<file path="src/rtl/c_pkg.sv">
// Shared types for the unary-code detector: the per-segment carry record,
// the stage-0 carry seed and the output count width helper.
// Latency: n/a (types only). Backpressure: n/a.
package c_pkg;

    // Width of the running count inside the carry record. It is fixed so the
    // struct can be packed, and it bounds the supported vector width to 65535.
    localparam int C_CNT_FIELD_W = 16;

    typedef struct packed {
        logic                     is_first;    // no bit consumed yet
        logic                     last;        // most recent bit consumed
        logic                     all_ones;    // every bit so far was 1
        logic                     all_zeros_n; // every bit so far was 0 (complement path)
        logic                     seen_edge;   // a transition after bit 0 has occurred
        logic                     is_unary;    // still a candidate 1^k 0^m code
        logic                     is_unary_n;  // still a candidate 0^k 1^m code
        logic [C_CNT_FIELD_W-1:0] count;       // length of the leading run
    } c_carry_t;

    // Seed for the first segment; is_unary_n is overwritten with the
    // per-vector complement admission before use.
    localparam c_carry_t C_CARRY_INIT = '{
        is_first:    1'b1,
        last:        1'b0,
        all_ones:    1'b1,
        all_zeros_n: 1'b1,
        seen_edge:   1'b0,
        is_unary:    1'b1,
        is_unary_n:  1'b0,
        count:       '0
    };

    function automatic int c_cnt_w(input int w);
        return $clog2(w + 1);
    endfunction

endpackage

</file>
<file path="src/rtl/c_seg.sv">
// Combinational segment of the unary detector: consumes P_C bits, LSB first,
// and folds them into the carry record. Latency: 0 cycles (pure logic).
// Backpressure: none; the parent registers the result under its own handshake.
//
// Ports:
//   carry_i  carry state entering the segment
//   x_i      the P_C bits belonging to this segment, bit 0 consumed first
//   carry_o  carry state after the last bit of the segment
module c_seg
    import c_pkg::*;
#(
    parameter int P_C = 4
) (
    input  c_carry_t       carry_i,
    input  logic [P_C-1:0] x_i,
    output c_carry_t       carry_o
);

    localparam logic [C_CNT_FIELD_W-1:0] CNT_ONE = {{(C_CNT_FIELD_W-1){1'b0}}, 1'b1};

    always_comb begin : p_chain
        c_carry_t c;
        logic     b;
        logic     edge_b;
        c      = carry_i;
        b      = 1'b0;
        edge_b = 1'b0;
        for (int i = 0; i < P_C; i++) begin
            b      = x_i[i];
            edge_b = b ^ c.last;
            // The transition from the implicit 0 before bit 0 is not an edge;
            // any legal code has at most one real edge.
            if (edge_b && !c.is_first) begin
                if (c.seen_edge) begin
                    c.is_unary   = 1'b0;
                    c.is_unary_n = 1'b0;
                end
                c.seen_edge = 1'b1;
            end
            // A 1 after any 0 breaks 1^k 0^m; a 0 after any 1 breaks 0^k 1^m.
            if (b && !c.all_ones) begin
                c.is_unary = 1'b0;
            end
            if (!b && !c.all_zeros_n) begin
                c.is_unary_n = 1'b0;
            end
            // Only the leading run is counted; which flag survives decides
            // whether that run was ones or zeros.
            if ((b && c.all_ones) || (!b && c.all_zeros_n)) begin
                c.count = c.count + CNT_ONE;
            end
            c.all_ones    = c.all_ones & b;
            c.all_zeros_n = c.all_zeros_n & ~b;
            c.last        = b;
            c.is_first    = 1'b0;
        end
        carry_o = c;
    end

endmodule

</file>
<file path="src/rtl/c_detect_pipe.sv">
// Pipelined unary / complemented-unary code detector and decoder.
// Latency: P_STAGES cycles from input transfer to o_valid; 1 vector/cycle.
// Backpressure: stages advance only into free space; o_ready is combinational
// from i_ready through the stage valids, bubbles collapse.
//
// Ports:
//   clk, rst        clock, synchronous active-high reset
//   i_valid/o_ready input handshake;  i_x vector (bit 0 first), i_cmpl_en
//                   per-vector complement admission
//   o_valid/i_ready output handshake; o_is_unary (1^k 0^m), o_is_unary_n
//                   (0^k 1^m, 0<k<P_W), o_count = k, o_x = forwarded vector
// P_W must be >= 2 and a multiple of P_STAGES.
module c_detect_pipe
    import c_pkg::*;
#(
    parameter int P_W                   = 16,
    parameter int P_STAGES              = 4,
    parameter int P_ADMIT_COMPLIMENT_EN = 1
) (
    input  logic                       clk,
    input  logic                       rst,
    input  logic                       i_valid,
    output logic                       o_ready,
    input  logic [P_W-1:0]             i_x,
    input  logic                       i_cmpl_en,
    output logic                       o_valid,
    input  logic                       i_ready,
    output logic                       o_is_unary,
    output logic                       o_is_unary_n,
    output logic [$clog2(P_W+1)-1:0]   o_count,
    output logic [P_W-1:0]             o_x
);

    localparam int   C     = P_W / P_STAGES;
    localparam int   CNT_W = c_cnt_w(P_W);
    localparam logic ADMIT = (P_ADMIT_COMPLIMENT_EN != 0);
    localparam int   LAST  = P_STAGES - 1;

    // Stage registers and their next-state values.
    logic [P_STAGES-1:0] vld_q, vld_d;
    logic [P_STAGES-1:0] cen_q, cen_d;
    logic [P_W-1:0]      x_q     [P_STAGES];
    logic [P_W-1:0]      x_d     [P_STAGES];
    c_carry_t            carry_q [P_STAGES];
    c_carry_t            carry_d [P_STAGES];

    // What each stage would capture if it loads this cycle.
    logic [P_STAGES-1:0] in_vld;
    logic [P_STAGES-1:0] in_cen;
    logic [P_W-1:0]      in_x      [P_STAGES];
    c_carry_t            seg_carry [P_STAGES];

    // Stage s may load when it or any stage downstream of it has a hole, or
    // when the output is being taken. Written flat rather than as a ripple so
    // there is no self-referencing combinational vector.
    logic [P_STAGES-1:0] load;

    for (genvar s = 0; s < P_STAGES; s++) begin : g_stage
        assign load[s] = i_ready | ~(&vld_q[LAST:s]);

        if (s == 0) begin : g_first
            c_carry_t init_c;
            always_comb begin
                init_c            = C_CARRY_INIT;
                init_c.is_unary_n = i_cmpl_en & ADMIT;
            end
            assign in_vld[s] = i_valid;
            assign in_cen[s] = i_cmpl_en;
            assign in_x[s]   = i_x;
            c_seg #(.P_C(C)) u_seg (
                .carry_i (init_c),
                .x_i     (i_x[0 +: C]),
                .carry_o (seg_carry[s])
            );
        end else begin : g_next
            assign in_vld[s] = vld_q[s-1];
            assign in_cen[s] = cen_q[s-1];
            assign in_x[s]   = x_q[s-1];
            c_seg #(.P_C(C)) u_seg (
                .carry_i (carry_q[s-1]),
                .x_i     (x_q[s-1][s*C +: C]),
                .carry_o (seg_carry[s])
            );
        end
    end

    assign o_ready = load[0];

    always_comb begin
        vld_d = vld_q;
        cen_d = cen_q;
        for (int s = 0; s < P_STAGES; s++) begin
            x_d[s]     = x_q[s];
            carry_d[s] = carry_q[s];
        end
        for (int s = 0; s < P_STAGES; s++) begin
            if (load[s]) begin
                vld_d[s] = in_vld[s];
                // Payload only moves with a real vector; bubbles leave it be.
                if (in_vld[s]) begin
                    cen_d[s]   = in_cen[s];
                    x_d[s]     = in_x[s];
                    carry_d[s] = seg_carry[s];
                end
            end
        end
    end

    always_ff @(posedge clk) begin
        if (rst) begin
            vld_q <= '0;
            cen_q <= '0;
            for (int s = 0; s < P_STAGES; s++) begin
                x_q[s]     <= '0;
                carry_q[s] <= '0;
            end
        end else begin
            vld_q <= vld_d;
            cen_q <= cen_d;
            for (int s = 0; s < P_STAGES; s++) begin
                x_q[s]     <= x_d[s];
                carry_q[s] <= carry_d[s];
            end
        end
    end

    // Final resolution on the last stage. After reset the carry is all-zero,
    // so none of the overrides fire and every output reads 0.
    c_carry_t             fin;
    logic                 res_u;
    logic                 res_un;
    logic [CNT_W-1:0]     res_cnt;

    assign fin = carry_q[LAST];

    always_comb begin
        res_u   = fin.is_unary;
        res_un  = fin.is_unary_n & cen_q[LAST] & ADMIT;
        res_cnt = fin.count[CNT_W-1:0];
        if (fin.all_zeros_n) begin
            // 0^P_W is the k=0 unary code, not a complemented one.
            res_u   = 1'b1;
            res_un  = 1'b0;
            res_cnt = '0;
        end else if (fin.all_ones) begin
            // 1^P_W: count already equals P_W; the complement candidate
            // never saw a 0 and must be dropped.
            res_u   = 1'b1;
            res_un  = 1'b0;
        end
        if (!res_u && !res_un) begin
            res_cnt = '0;
        end
    end

    assign o_valid      = vld_q[LAST];
    assign o_is_unary   = res_u;
    assign o_is_unary_n = res_un;
    assign o_count      = res_cnt;
    assign o_x          = x_q[LAST];

    logic unused_fin;
    assign unused_fin = ^{fin.is_first, fin.last, fin.seen_edge, fin.count};

endmodule

</file>
<file path="config.mk">
export PLATFORM = sky130hd
export DESIGN_NAME = c_detect_pipe
export DESIGN_NICKNAME = d
export VERILOG_FILES = /design/src/rtl/c_pkg.sv /design/src/rtl/c_seg.sv /design/src/rtl/c_detect_pipe.sv
export SDC_FILE = /design/constraint.sdc
export NUM_CORES = 1
export LEC_CHECK = 0
export ABC_AREA = 1
export BUFFER_PORTS_ARGS = -buffer_cell sky130_fd_sc_hd__buf_2
export CAP_MARGIN = 40
export CORE_MARGIN = 2
export CORE_UTILIZATION = 55
export CTS_BUF_LIST = sky130_fd_sc_hd__clkbuf_8
export CTS_CLUSTER_DIAMETER = 50
export DETAILED_ROUTE_END_ITERATION = 7
export PLACE_DENSITY = 0.74
export SLEW_MARGIN = 20
export SYNTH_ARGS = -nofsm -noshare
export SYNTH_HDL_FRONTEND = slang
export SYNTH_SLANG_ARGS = --single-unit
</file>
<file path="constraint.sdc">
create_clock -name clk -period 2.8 [get_ports clk]
set_clock_uncertainty 0.15 [all_clocks]
set_input_delay 0.42 -clock clk [delete_from_list [all_inputs] [get_ports clk]]
set_output_delay 0.42 -clock clk [all_outputs]
set_load 0.02 [all_outputs]
</file>
==> impl_metrics.json, run 1 <==
{
  "die_x_um": 107,
  "area_delta_synth_final_pct": 12.2,
  "synth_top_area_share_pct": 37.1,
  "route.vias.total": 5497,
  "start_util_pct": 56.7,
  "end_kind": "flip-flop",
  "cp_top_family": "simple AND/OR/NAND/NOR gates",
  "powerDensity_nw_per_um2": 480,
  "synth_top_area_cell": "dfxtp_1",
  "layout-drive-gt1-share_pct": 13.9,
  "slew_headroom_pct": 52.1,
  "leakage_nw": 3.21,
  "wire_per_inst_um": 11.3,
  "critPathKind": "reg -> reg",
  "r2r_cells": 21,
  "async_flop_share_pct": 0,
  "critPathBufInv": 6,
  "via_per_inst": 5.05,
  "grt_max_degree": 83,
  "grt_antenna_before_repair": 0,
  "portBuffers": 45,
  "cp.arrival_ns": 2.76,
  "die_h_um": 107,
  "synth_flop_cell": "dfxtp_1",
  "total_power_w": 0.00317,
  "ant_nets": 0,
  "crit_start": "carry_q[2][0]",
  "slew_violations": 0,
  "hp-start": "i_x[13]",
  "fin_util_pct": 63.6,
  "tightest_slew_ns": 0.718,
  "ys_warn_count": 0,
  "cts_hold_buf": 0,
  "cts_buffer_depth": 2,
  "worstPathCellList": "buf_4, inv_2, nand3_2, nand2_4, inv_2, ha_4, inv_1, nand2_1, o21ai_2, inv_1, ha_1, nand2_1, o21ai_2, ha_2, nand2_2, nor2_2, nand3_1, nand2_1, nand3_1, nand2_1, inv_1",
  "grt-ovfl-total": 0,
  "dp_hpwl_um": 8980,
  "drc": 0,
  "clock-sinks": 109,
  "max_cap_viol_count": 0,
  "track_usage_pct": 22.6,
  "peakVddDrop_v": 0.000341,
  "core_um2": 10400,
  "antenna_cells": 0,
  "r2r_slack_ns": 0.18,
  "fin_crit_ns": 2.62,
  "yosys-top-cells-area": "dfxtp_1, nand2_1, nor2_1",
  "cp_common_cell": "nand2_1",
  "cp.required_ns": 2.94,
  "num_rows": 37,
  "wirelength_um": 12300,
  "crit_path_max_incr_delay_ns": 0.36,
  "status": "finished clean",
  "grt_pass1_wl_um": 21300,
  "grt_pass1_vias": 4885,
  "clock_latency_ns": 0.38,
  "synth_area_um2": 5880,
  "syn_area_per_cell_um2": 6.53,
  "ioPinCount": 46,
  "cts_tree": "built",
  "synth_seq_area_share_pct": 37.1,
  "gp_congestion": 0.890,
  "drt_pre_antenna_iters": 7,
  "synth_cell_type_count": 38,
  "hold_class": "in -> reg",
  "cts_root_buffer": "clkbuf_8",
  "whs_path_depth": 3,
  "synth_edf_count": 0,
  "fin_crit_sh_pct": 93.7,
  "dieArea_um2": 11500,
  "synthCells": 900,
  "path_max_fanout": 3,
  "setup_viol": 0,
  "drtIter0Drc": 260,
  "hold_viol": 0,
  "critPathLaunchType": "flip-flop",
  "reg2reg_from": "carry_q[2][0]",
  "synth-seq-cells": 109,
  "h-tree-depth": 3,
  "crit_path_top_delay_cell": "dfxtp_2",
  "fin_nets": 984,
  "path_clk_slew_ns": 0.13,
  "r2r-end": "carry_q[3][4]",
  "cts_buffers": 9,
  "syn_nets": 936,
  "n_fill_cell": 1014,
  "max_freq_mhz": 381,
  "hold_path_end": "x_q[0][13]"
}
## kinds of logic (layout without fill, tap and decap cells)
family / Yosys count / after routing / share of synthesized area (%)
DFF: 109 / 109 / 37.1
adders and majority gates: 16 / 16 / 3.36
and+or+nand+nor: 440 / 440 / 31.7
xor gates and xnor gates: 14 / 14 / 2.34
AOI/OAI and AO/OA: 177 / 177 / 15.8
buffers and inverters: 144 / 197 / 9.62
## how the worst max path moves through the flow
stage                    endpoint  depth (start not counted)
global route        carry_q[3][4]                         22
floorplan           carry_q[3][4]                         19
finish              carry_q[3][4]                         21
CTS                 carry_q[3][4]                         20
global placement    carry_q[3][4]                         21
detailed placement  carry_q[3][4]                         21
## layout by cell type (no fill, tap or decap), types with 3 or more instances in the layout
cell,Yosys,layout
a211oi_1,6,6
a21oi_1,66,66
buf_2,1,45
buf_4,2,22
clkbuf_8,0,9
clkinv_8,0,4
dfxtp_1,109,104
dfxtp_2,0,4
ha_1,15,12
inv_1,106,104
inv_2,6,7
nand2_1,188,186
nand2_2,10,12
nand2_4,8,8
nand3_1,41,40
nand3_2,3,4
nand4_1,11,11
nor2_1,163,162
nor2_2,3,4
nor3_1,9,9
o21ai_0,91,91
o21ai_1,4,3
xnor2_1,6,6
xor2_1,6,6
## per-layer routing
| layer | routed length, um | GRT usage [%] |
|---|---|---|
| met1 | 5940 | 28.5 |
| met2 | 5770 | 40.2 |
| met3 | 477 | 4.30 |
| met4 | 121 | 4.30 |
| met5 | 0 | 0 |
## per-stage QoR
| stage | hold WS (ns) | setup TNS (ns) | setup slack [ns] | instances | cell area, um2 |
|---|---|---|---|---|---|
| CTS | 0.0888 | 0 | 0.0192 | 1084 | 6500 |
| detailed placement | 0.316 | 0 | 0.0141 | 1068 | 6280 |
| global placement | 0.310 | 0 | 0.0760 | 1068 | 6280 |
| global route | 0.104 | -0.0339 | -0.0339 | 1089 | 6600 |
| floorplan | 0.292 | 0 | 0.0750 | 900 | 5880 |
| finish | 0.102 | 0 | 0.178 | 1089 | 6600 |
## flip-flops by register name (all words and copies together) (netlist names)
| name | flops |
|---|---|
| vld_q | 4 |
| cen_q | 4 |
| x_q | 63 |
| carry_q | 38 |
## cell usage after synthesis (2+ instances only)
master,n
ha_1,15
nor2_1,163
nand3_2,3
xor2_2,2
nand2_2,10
a2111oi_0,2
nor3_1,9
buf_4,2
dfxtp_1,109
nand3_1,41
o21ai_0,91
o21ai_1,4
xor2_1,6
inv_1,106
nand2_4,8
inv_2,6
buf_1,3
nor2_2,3
o211ai_1,2
clkbuf_1,24
a21oi_1,66
a211oi_1,6
xnor2_1,6
nand2_1,188
nand3b_1,2
nand4_1,11
## tightest hold or removal path: cells and delay by family
family                 cells  cell delay, ns
and+or+nand+nor            2            0.11
buffers and inverters      1            0.07
## power by group
part / internal (W) / switching [W]
sequential: 0.00163 / 0.0000549
clock: 0.000372 / 0.000626
combinational: 0.000174 / 0.000312
## cell type report
class / count / area, um2 / area share (%)
repair buffers: 68 / 410 / 6.22
flip-flops and latches: 109 / 2190 / 33.2
clock buffers: 9 / 124 / 1.88
clock inverters: 7 / 98.8 / 1.50
well taps: 136 / 170 / 2.58
inverters: 113 / 427 / 6.47
multi-input cells: 647 / 3180 / 48.1
## timing repair
action | CTS | global route
resized for setup | 1 | 16
buffers inserted | 0 | 5
setup endpoints to repair | 1 | 4
pin swaps | 0 | 8
Note: power is estimated with default switching activity, not from simulation.
==> run 2: changes to the inputs <==
- CORE_UTILIZATION: 55 -> 40
- CTS_CLUSTER_SIZE: default -> 30
- PLACE_DENSITY: 0.74 -> 0.56
==> run 2 against run 1 <==
Core utilization down 17 points. First-iteration DRC count decreased by 21%. Combinational power up 3%. Register-to-register slack barely moved. Maximum frequency is 0.15% lower. Global-route usage fell by 4.8 points. Via count about the same. Sequential power about the same. Die area is 36% higher. Critical path type unchanged. Largest power group unchanged. Highest routed layer unchanged.
==> impl_metrics.json, run 2 (same netlist as run 1, synthesis figures left out) <==
{
  "status": "finished clean",
  "reg_top3": "x_q x63, carry_q x38",
  "max_freq_mhz": 381,
  "hp-start": "i_x[14]",
  "crit_path_top_delay_cell": "dfxtp_4",
  "num_rows": 44,
  "dp_hpwl_um": 10100,
  "end_kind": "flip-flop",
  "crit_path_max_incr_delay_ns": 0.37,
  "ioPinCount": 46,
  "critPathKind": "reg -> reg",
  "cts_buffers": 9,
  "via_per_inst": 4.82,
  "track_usage_pct": 17.7,
  "grt_antenna_before_repair": 0,
  "ant_nets": 0,
  "drt_pre_antenna_iters": 4,
  "grt_pass1_wl_um": 23400,
  "total_power_w": 0.00315,
  "cp_top_family": "adder cells",
  "h-tree-depth": 3,
  "final_cell_mix": "nand2_1, nor2_1, inv_1",
  "dieArea_um2": 15700,
  "worstPathCellList": "buf_4, inv_2, nand3_2, nand2_4, inv_1, ha_1, inv_1, nand2_1, o21ai_2, inv_1, ha_1, nand2_1, o21ai_2, ha_2, nand2_2, nor2_2, inv_1, nor2_2, nand2_1, nand3_1, nand2_1, inv_1",
  "r2r_slack_ns": 0.17,
  "fin_nets": 987,
  "leakage_nw": 3.25,
  "reg2reg_from": "carry_q[2][0]",
  "grt_pass1_vias": 5144,
  "placed_cell_area_um2": 6400,
  "grt-ovfl-total": 0,
  "tns_ns": 0,
  "max_cap_viol_count": 0,
  "grt_max_degree": 33,
  "path_max_fanout": 3,
  "cts_tree": "built",
  "cp_common_cell": "inv_1",
  "powerDensity_nw_per_um2": 471,
  "cp.arrival_ns": 2.81,
  "tightest_slew_ns": 0.735,
  "gp_congestion": 0.804,
  "die_h_um": 125,
  "hold_viol": 0,
  "fin_crit_ns": 2.63,
  "r2r-end": "carry_q[3][4]",
  "slew_headroom_pct": 50.9,
  "cts_root_buffer": "clkbuf_8",
  "portBuffers": 45,
  "peakVddDrop_v": 0.000380,
  "layout-drive-gt1-share_pct": 14.3,
  "critPathLaunchType": "flip-flop",
  "clock_latency_ns": 0.39,
  "top_register": "x_q",
  "start_util_pct": 40.8,
  "final_common_cell": "nand2_1",
  "setup_viol": 0,
  "drtIter0Drc": 206,
  "stdcell_area_um2": 6680,
  "path_clk_slew_ns": 0.11,
  "fin_crit_sh_pct": 93.8,
  "crit_start": "carry_q[2][0]",
  "rsz0062_at_grt": "yes",
  "area_delta_synth_final_pct": 13.7,
  "clock-sinks": 109,
  "largest_register_ffs": 63,
  "critPathBufInv": 7,
  "hold_class": "in -> reg",
  "cts_buffer_depth": 2,
  "r2r_cells": 22,
  "core_um2": 14400,
  "wire_per_inst_um": 11.6,
  "cp.required_ns": 2.99,
  "antenna_cells": 0,
  "route.vias.total": 5498,
  "die_x_um": 125,
  "drc": 0,
  "whs_path_depth": 3,
  "slew_violations": 0,
  "hold_path_end": "x_q[0][14]",
  "wirelength_um": 13300
}
==> run 2: tightest hold or removal path, delay by kind of cell <==
| kind | cells | cell delay, ns |
|---|---|---|
| buf+inv | 1 | 0.07 |
| simple gates | 2 | 0.11 |
==> run 2: area by class of cell <==
class / count / area (um2)
Fill cell: 1562 / 7740
Multi-Input combinational cell: 647 / 3170
Sequential cell: 109 / 2200
Timing Repair Buffer: 71 / 458
Inverter: 113 / 427
Tap cell: 184 / 230
Clock buffer: 10 / 138
Clock inverter: 6 / 58.8
==> run 2: worst max-delay path by stage <==
stage               endpoint  depth (start not counted)
6_report       carry_q[3][4]                         22
5_1_grt        carry_q[3][4]                         22
4_1_cts        carry_q[3][4]                         20
3_5_place_dp   carry_q[3][4]                         22
3_3_place_gp   carry_q[3][4]                         22
2_1_floorplan  carry_q[3][4]                         19
==> run 2: report_power, final <==
part / leakage (nW) / total, W / internal (W) / switching (W)
clock: 0.0993 / 0.000966 / 0.000373 / 0.000593
sequential: 0.897 / 0.00168 / 0.00163 / 0.0000554
combinational: 2.25 / 0.000500 / 0.000183 / 0.000317
==> run 2: timing repair <==
| action | CTS | global route |
|---|---|---|
| resized for setup | 1 | 21 |
| cloned | 0 | 0 |
| hold buffers | 0 | 0 |
| pin swaps | 0 | 4 |
| setup buffers | 0 | 4 |
| setup endpoints to repair | 1 | 4 |
==> run 2: through the flow <==
stage	instances	setup slack (ns)	hold slack, ns	utilization, %
after floorplan	900	0.0750	0.292	-
after global placement	1120	0.0865	0.308	44.3
after detailed placement	1120	0.00838	0.313	44.3
after CTS	1136	0.0272	0.0772	45.7
after global routing	1140	-0.0161	0.0969	46.3
final	1140	0.174	0.0929	46.3
==> run 2: metal layers <==
layer  track usage, %  vias to the layer above  wire [um]
li1                 -                     2986          -
met1             23.6                     2447       6650
met2             29.8                       58       6140
met3             3.72                        7        380
met4             3.92                        0         99
met5                0                        -          0
==> run 3: changes to the inputs <==
- CORE_UTILIZATION: 40 -> 50
- PLACE_DENSITY: 0.56 -> 0.68
==> run 3 against run 2 <==
Count of clock-buffer cells in the layout shrank 1. Cell count decreased by 4.0%. First-iteration DRC count is 34% higher. Critical endpoint unchanged. Highest routed layer unchanged.
==> impl_metrics.json, run 3 (same netlist as run 1, synthesis figures left out) <==
{
  "via_per_inst": 4.98,
  "clock_latency_ns": 0.38,
  "hp-start": "i_x[13]",
  "drt_pre_antenna_iters": 4,
  "ant_nets": 0,
  "wirelength_um": 12500,
  "end_kind": "flip-flop",
  "tightest_slew_ns": 0.718,
  "core_um2": 11500,
  "leakage_nw": 3.22,
  "cts_tree": "built",
  "dieArea_um2": 12600,
  "r2r_slack_ns": 0.15,
  "wire_per_inst_um": 11.4,
  "cts_root_buffer": "clkbuf_8",
  "hold_class": "in -> reg",
  "sequentialPowerShare_pct": 52.9,
  "grt-ovfl-total": 0,
  "fin_crit_sh_pct": 94.5,
  "clock-sinks": 109,
  "cts_hold_buf": 0,
  "slew_headroom_pct": 52.1,
  "num_rows": 39,
  "final_cell_mix": "nand2_1, nor2_1, dfxtp_1",
  "fin_util_pct": 57.5,
  "p_int_w": 0.00224,
  "cp.arrival_ns": 2.82,
  "grt_antenna_before_repair": 0,
  "top_register": "x_q",
  "placed_cell_area_um2": 6290,
  "path_max_fanout": 6,
  "peakVddDrop_v": 0.000459,
  "grt_pass1_wl_um": 21700,
  "crit_path_top_delay_cell": "dfxtp_4",
  "portBuffers": 45,
  "setup_viol": 0,
  "switching_power_w": 0.000936,
  "cp.required_ns": 2.97,
  "track_usage_pct": 20.4,
  "max_cap_viol_count": 0,
  "cp_common_cell": "nand2_1",
  "grt_pass1_vias": 5078,
  "die_x_um": 112,
  "ioPinCount": 46,
  "fin_nets": 982,
  "dp_hpwl_um": 9180,
  "stdcell_area_um2": 6600,
  "hold_path_end": "x_q[0][13]",
  "whs_path_depth": 3,
  "start_util_pct": 51.3,
  "critPathLaunchType": "flip-flop",
  "layout-drive-gt1-share_pct": 13.9,
  "h-tree-depth": 3,
  "combPwrFrac_pct": 15.5,
  "critPathKind": "reg -> reg",
  "largest_register_ffs": 63,
  "clkPwrFrac_pct": 31.6,
  "cts_buffer_depth": 2,
  "r2r_cells": 22,
  "slew_violations": 0,
  "die_h_um": 112,
  "cts_buffers": 9,
  "fin_crit_ns": 2.65,
  "path_clk_slew_ns": 0.11,
  "total_power_w": 0.00318,
  "final_common_cell": "nand2_1",
  "antenna_cells": 0,
  "reg2reg_from": "x_q[2][12]",
  "drc": 0,
  "grt_max_degree": 56,
  "swShare_pct": 29.5,
  "r2r-end": "carry_q[3][4]",
  "route.vias.total": 5452,
  "powerDensity_nw_per_um2": 482,
  "drtIter0Drc": 277,
  "worstPathCellList": "inv_4, nand2_4, nand2_4, nand2_1, nand2_1, ha_4, inv_2, nand2_1, o21ai_2, inv_1, ha_1, nand2_1, o21ai_2, ha_2, nand2_2, nor2_2, inv_1, nor2_1, nand2_1, nand3_1, nand2_1, inv_1",
  "reg_top3": "x_q x63, carry_q x38",
  "hold_viol": 0,
  "area_delta_synth_final_pct": 12.2,
  "gp_congestion": 0.911,
  "max_freq_mhz": 378,
  "crit_path_max_incr_delay_ns": 0.41,
  "status": "finished clean"
}
run 3: layout make-up:
class | count | area (um2)
Sequential cell | 109 | 2190
Clock buffer | 9 | 124
Clock inverter | 7 | 91.3
Multi-Input combinational cell | 647 | 3190
Fill cell | 1170 | 4870
Tap cell | 143 | 179
Timing Repair Buffer | 66 | 395
Inverter | 113 | 427
run 3: worst max-delay path by stage:
| stage | cells after the start | start | slack, ns | endpoint |
|---|---|---|---|---|
| 3_5_place_dp | 22 | x_q[2][12] | -0.005 | carry_q[3][4] |
| 3_3_place_gp | 22 | x_q[2][12] | 0.08 | carry_q[3][4] |
| 6_report | 22 | x_q[2][12] | 0.15 | carry_q[3][4] |
| 4_1_cts | 20 | carry_q[2][0] | 0.03 | carry_q[3][4] |
| 5_1_grt | 22 | x_q[2][12] | -0.08 | carry_q[3][4] |
| 2_1_floorplan | 19 | carry_q[2][0] | 0.08 | carry_q[3][4] |
run 3: repair_timing:
action | 4_1_cts | 5_1_grt
gates resized for setup | 1 | 19
buffers inserted | 0 | 3
pin swaps | 0 | 10
setup endpoints to repair | 1 | 4
run 3: power groups by stage:
stage | Sequential, W | Combinational, W | Clock (W)
final | 0.00168 | 0.000492 | 0.00100
after global routing | 0.00169 | 0.000570 | 0.00109
after CTS | 0.00168 | 0.000486 | 0.00103
after detailed placement | 0.00172 | 0.000484 | 0
after global placement | 0.00172 | 0.000479 | 0
after floorplan | 0.00172 | 0.000354 | 0
run 3: through the flow:
stage	cells	hold WS [ns]	setup WS [ns]	TNS, ns
6_report	1094	0.105	0.155	0
5_1_grt	1094	0.107	-0.0822	-0.0855
4_1_cts	1091	0.0912	0.0320	0
3_5_place_dp	1075	0.311	-0.00513	-0.00513
3_3_place_gp	1075	0.306	0.0833	0
2_1_floorplan	900	0.292	0.0750	0
run 3: metal layers:
layer / vias to the layer above / track usage [%] / wire, um
met5: - / 0 / 0
met2: 86 / 35.0 / 5780
met4: 0 / 5.20 / 223
li1: 2969 / - / -
met1: 2379 / 26.8 / 6080
met3: 18 / 3.62 / 432
run 3: worst max-delay path, delay by kind of cell (launching register included):
family | cells | cell delay [ns]
compound gates | 2 | 0.19
flops | 1 | 0.41
simple gates | 12 | 0.89
fa+ha+maj | 3 | 0.71
buf+inv | 5 | 0.26
